`src/rtl/preg_free_list_pkg.sv`:
```
// Shared rename constants and the physical-tag type, also used by the ROB and rename table.
package preg_free_list_pkg;

   localparam int PHYS_REGS = 64;
   localparam int ARCH_REGS = 32;
   localparam int DEPTH     = PHYS_REGS - ARCH_REGS;
   localparam int PTR_WIDTH = $clog2(DEPTH) + 1;
   localparam int TAG_WIDTH = $clog2(PHYS_REGS);

   typedef logic [TAG_WIDTH-1:0] preg_t;
   typedef logic [PTR_WIDTH-1:0] ptr_t;

endpackage

```
`src/rtl/preg_free_list_if.sv`:
```
// Rename/commit side of the physical register free list.
interface preg_free_list_if;
   import preg_free_list_pkg::*;

   logic  alloc_req;
   logic  alloc_ready;
   preg_t alloc_preg;
   logic  free_en;
   preg_t free_preg;
   logic  commit_en;
   logic  flush;
   ptr_t  free_count;

   modport master (
      output alloc_req, free_en, free_preg, commit_en, flush,
      input  alloc_ready, alloc_preg, free_count
   );

   modport slave (
      input  alloc_req, free_en, free_preg, commit_en, flush,
      output alloc_ready, alloc_preg, free_count
   );

endinterface

```
`src/rtl/preg_free_list.sv`:
```
// Circular free list of physical tags: alloc at the speculative head, return at the tail,
// and a retirement head that lets a mispredict flush restore the speculative head in one cycle.
module preg_free_list
   import preg_free_list_pkg::*;
(
   input  logic              clk,
   input  logic              rst,
   preg_free_list_if.slave   fl_if
);

   localparam int IDX_W = PTR_WIDTH - 1;

   preg_t r_mem [DEPTH];
   ptr_t  r_spec_head;
   ptr_t  r_ret_head;
   ptr_t  r_tail;

   logic  w_empty;
   logic  w_alloc;
   ptr_t  w_ret_head_nxt;
   ptr_t  w_spec_head_nxt;

   function automatic ptr_t ptr_inc(input ptr_t p);
      return p + ptr_t'(1);
   endfunction

   // No bypass: emptiness comes from registered pointers, so a same-cycle free cannot feed an alloc.
   always_comb begin
      w_empty         = (r_spec_head == r_tail);
      w_alloc         = fl_if.alloc_req & ~w_empty & ~fl_if.flush;
      w_ret_head_nxt  = fl_if.commit_en ? ptr_inc(r_ret_head) : r_ret_head;
      w_spec_head_nxt = r_spec_head;
      if (fl_if.flush)
         w_spec_head_nxt = w_ret_head_nxt;
      else if (w_alloc)
         w_spec_head_nxt = ptr_inc(r_spec_head);
   end

   assign fl_if.alloc_ready = ~w_empty;
   assign fl_if.alloc_preg  = r_mem[r_spec_head[IDX_W-1:0]];
   assign fl_if.free_count  = r_tail - r_spec_head;

   always_ff @(posedge clk) begin
      if (rst) begin
         r_spec_head <= '0;
         r_ret_head  <= '0;
         r_tail      <= ptr_t'(DEPTH);
      end else begin
         r_spec_head <= w_spec_head_nxt;
         r_ret_head  <= w_ret_head_nxt;
         if (fl_if.free_en)
            r_tail <= ptr_inc(r_tail);
      end
   end

   // Reset reloads every non-architectural tag so pre-reset returns are discarded.
   always_ff @(posedge clk) begin
      if (rst) begin
         for (int i = 0; i < DEPTH; i++)
            r_mem[i] <= preg_t'(ARCH_REGS + i);
      end else if (fl_if.free_en) begin
         r_mem[r_tail[IDX_W-1:0]] <= fl_if.free_preg;
      end
   end

endmodule

```
`src/flat_wrapper.sv`:
```
// flat-port wrapper written by rule: the top's interface ports become plain ports
module preg_free_list_flat import preg_free_list_pkg::*;
  (clk, rst, fl_if_alloc_req, fl_if_free_en, fl_if_free_preg, fl_if_commit_en, fl_if_flush, fl_if_alloc_ready, fl_if_alloc_preg, fl_if_free_count);
  preg_free_list_if fl_if_i ();
  input  logic clk;
  input  logic rst;
  input wire logic [$bits(fl_if_i.alloc_req)-1:0] fl_if_alloc_req;
  input wire logic [$bits(fl_if_i.free_en)-1:0] fl_if_free_en;
  input wire logic [$bits(fl_if_i.free_preg)-1:0] fl_if_free_preg;
  input wire logic [$bits(fl_if_i.commit_en)-1:0] fl_if_commit_en;
  input wire logic [$bits(fl_if_i.flush)-1:0] fl_if_flush;
  output wire logic [$bits(fl_if_i.alloc_ready)-1:0] fl_if_alloc_ready;
  output wire logic [$bits(fl_if_i.alloc_preg)-1:0] fl_if_alloc_preg;
  output wire logic [$bits(fl_if_i.free_count)-1:0] fl_if_free_count;
  assign fl_if_i.alloc_req = fl_if_alloc_req;
  assign fl_if_i.free_en = fl_if_free_en;
  assign fl_if_i.free_preg = fl_if_free_preg;
  assign fl_if_i.commit_en = fl_if_commit_en;
  assign fl_if_i.flush = fl_if_flush;
  assign fl_if_alloc_ready = fl_if_i.alloc_ready;
  assign fl_if_alloc_preg = fl_if_i.alloc_preg;
  assign fl_if_free_count = fl_if_i.free_count;
  preg_free_list u_core (.clk(clk), .rst(rst), .fl_if(fl_if_i));
endmodule
```
`config.mk`:
```
export PLATFORM = sky130hd
export DESIGN_NAME = preg_free_list_flat
export DESIGN_NICKNAME = d
export VERILOG_FILES = /design/src/rtl/preg_free_list_pkg.sv /design/src/rtl/preg_free_list_if.sv /design/src/rtl/preg_free_list.sv /design/src/flat_wrapper.sv
export SDC_FILE = /design/constraint.sdc
export NUM_CORES = 1
export LEC_CHECK = 0
export CORE_MARGIN = 2
export CORE_UTILIZATION = 40
export DETAILED_ROUTE_END_ITERATION = 10
export GPL_TIMING_DRIVEN = 0
export PLACE_DENSITY = 0.62
export SETUP_SLACK_MARGIN = 0.2
export SYNTH_ARGS = -nofsm -noshare
export SYNTH_HDL_FRONTEND = slang
export SYNTH_SLANG_ARGS = --single-unit
```
`constraint.sdc`:
```
create_clock -name clk -period 2.05 [get_ports clk]
set_clock_uncertainty 0.2 [all_clocks]
set_input_delay 0.3075 -clock clk [delete_from_list [all_inputs] [get_ports clk]]
set_output_delay 0.3075 -clock clk [all_outputs]
set_load 0.02 [all_outputs]
```
==> reports/results.ini <==
[sta]
fmax_mhz = 351
max_slew_margin_pct = 26.0
hold_viol_final = 0
slew_violations = 0
tightest_slew_ps = 1110
holdWs_ps = 71.5
finalCritPeriodShare_pct = 139
finalSetupViolations = 162
fin_ws_ps = -797
grt_setup_unrepaired = true
period_minus_slack_ps = 2850

[cells_and_area]
area_delta_synth_final_pct = 50.1
fin_area_mm2 = 0.0151
diodes = 0
num-fill-cells = 1824
multi_input_area_mm2 = 0.00509
drive_above_1_share_pct = 54.8
nets = 957
regArea_mm2 = 0.00626

[synthesis]
synth_edf_count = 192
yosysTopAreaCell = edfxtp_1
yosysWarnings = 0
synthTopCellsByArea = edfxtp_1, mux4_2, dfxtp_1
syn_nets = 774
async_flop_share_pct = 0
syn_area_mm2 = 0.0101
avgSynthCellArea_um2 = 13.4
synth_top_cell_area_share_pct = 57.2
ys.flop_type = edfxtp_1
seq_area_frac_synth_pct = 61.7
syn_inst = 750
synth_seq_cells = 215
synth_cell_types = 48

[worst_setup_path]
arrival_ps = 2340
cpPeakStageDelay_ps = 560
cp.required_ps = 1540
cpLargestDelayFamily = simple AND/OR/NAND/NOR gates
worst_setup_path_start_kind = flop
path_buf_inv = 1
path_class = reg -> out
crit_chain = nand3_1 > o22ai_1 > nor4_4 > buf_4
cp_slowest_cell = dfxtp_1
crit_path_end_kind = primary output
crit_fanout = 8

[die]
core_mm2 = 0.0250
io-pin-count = 25
fp.dieArea_mm2 = 0.0265
die_h_um = 163
initial_core_util_pct = 40.4
rows = 58
dieWidth_um = 163

[cts]
clk_path_buf_depth = 3
ctsHoldBuffers = 0
clk_pin_slew_ps = 60
numCtsBuffers = 23
htreeDepth = 1
cts_tree = done
cts_sinks = 215
worstSkewPairLatency_ps = 510
cts_root_buffer = clkbuf_16

[grt]
grt_max_degree = 15
antenna_found_initial = 0
grt_pass1_vias = 7344
track_usage_pct = 23.3
grt_pass1_wl_um = 45200
grt.overflow.total = 0

[routing]
ant_nets = 0
vias = 7513
drc = 0
drt-initial-drc-count = 722
wl_um = 33000
dr.pass1.iters = 5
via_per_inst = 5.87
routedWlPerCell_um = 25.8

[pwr]
p_leak_nw = 4.81
ir_drop_mv = 0.597
p_per_area_mw_per_mm2 = 704

[placed_design]
port_buffers = 23
hpwlAfterDp_um = 19400
gp_congestion = 0.837
postPlaceCellArea_mm2 = 0.0111

[job]
max_cap_violations = 0

[min_path]
worstHoldPathType = in -> reg

[outcome]
status = finished with violations
violations = setup timing

==> layer usage <==
layer	vias to the layer above	global-route usage, %	share of wire, %
li1	3218	-	-
met5	-	0	0
met3	93	4.81	8.9
met4	0	8.53	4.0
met1	3783	30.0	37
met2	419	39.0	50
==> synthesized netlist by cell type (5+ instances only) <==
library cell / n
edfxtp_1: 192
or3_1: 62
nand2_1: 55
nor2_1: 51
mux4_2: 48
nor3_1: 45
clkbuf_1: 41
and2_1: 35
or2_2: 28
o22ai_1: 24
dfxtp_1: 23
inv_1: 16
buf_2: 13
ha_1: 11
nor4_1: 8
or2_1: 8
xor2_1: 8
xnor2_1: 7
a211oi_1: 6
nand3_1: 6
nand2b_1: 5
nand3b_1: 5
==> kinds of logic after synthesis <==
kind of cell / share of synthesized area [%]
simple gates: 17.6
flops: 61.7
buf+inv: 3.55
mux: 11.0
compound gates: 3.23
xor+xnor: 1.30
fa+ha+maj: 1.56
==> cells in the final DEF (no fill, tap or decap), types with 8 or more instances in the layout <==
master / netlist / final
and2_1: 35 / 27
and2_4: 0 / 8
buf_12: 0 / 24
buf_4: 3 / 49
buf_6: 4 / 80
buf_8: 0 / 11
clkbuf_1: 41 / 21
clkbuf_16: 0 / 37
clkbuf_2: 0 / 8
clkdlybuf4s50_1: 0 / 8
dfxtp_1: 23 / 10
edfxtp_1: 192 / 192
ha_4: 0 / 8
inv_1: 16 / 10
mux4_2: 48 / 48
nand2_1: 55 / 35
nand2_2: 1 / 15
nor2_1: 51 / 15
nor2_4: 0 / 30
nor3_2: 0 / 20
nor3_4: 0 / 22
o22ai_2: 0 / 8
o22ai_4: 0 / 15
or2_4: 0 / 30
or3_1: 62 / 55
or3_4: 2 / 9
==> cell type report <==
| type | instances | share of cell area [%] |
|---|---|---|
| Clock buffer | 29 | 4.22 |
| Buffer | 62 | 4.57 |
| Clock inverter | 12 | 0.661 |
| Timing Repair Buffer | 159 | 12.4 |
| Inverter | 16 | 0.463 |
| Multi-Input combinational cell | 456 | 33.7 |
| Tap cell | 330 | 2.73 |
| Sequential cell | 215 | 41.3 |
==> worst min-delay path, stage by stage <==
cell	delay [ps]
clkbuf_1	160
xnor2_1	170
nor2_1	90
==> power by group <==
group | internal (mW) | switching [mW] | leakage [nW] | total, mW
sequential | 4.84 | 0.0637 | 1.78 | 4.91
clock | 2.35 | 1.77 | 0.361 | 4.12
combinational | 0.758 | 0.879 | 2.67 | 1.64
total | 7.95 | 2.71 | 4.81 | 10.7
==> sequential cells by signal, indices dropped and copies added, names as in the netlist, named ones only <==
signal and count:
u_core.r_mem 192, u_core.r_ret_head 6, u_core.r_spec_head 6, u_core.r_tail 6
==> repair_timing <==
| action | 4_1_cts | 5_1_grt |
|---|---|---|
| gates cloned | 5 | 9 |
| setup endpoints to repair | 400 | 381 |
| pin swaps | 86 | 92 |
| resized for setup | 328 | 221 |
| setup buffers | 71 | 52 |
==> metrics by stage <==
stage | power [mW] | util [%] | setup TNS [ps] | std cells | setup slack (ps)
CTS | 10.5 | 54.6 | -8600 | 1218 | -763
global placement | 6.06 | 44.5 | -281050 | 1103 | -1040
floorplan | 5.67 | - | 0 | 750 | 109
detailed placement | 6.07 | 44.5 | -281210 | 1103 | -1040
global route | 10.9 | 60.6 | -25490 | 1279 | -849
finish | 10.7 | 60.6 | -18030 | 1279 | -797
==> worst paths after layout <==
path | endpoint | cells after the start | startpoint | slack, ps
max | fl_if_alloc_preg[5] | 4 | flop | -800
max reg2reg | u_core.r_mem[7][1] | 6 | u_core.r_tail[4] | -180
min | u_core.r_ret_head[0] | 3 | fl_if_commit_en | 70
min reg2reg | u_core.r_ret_head[4] | 2 | u_core.r_ret_head[4] | 350
(Power assumes the default switching activity.)
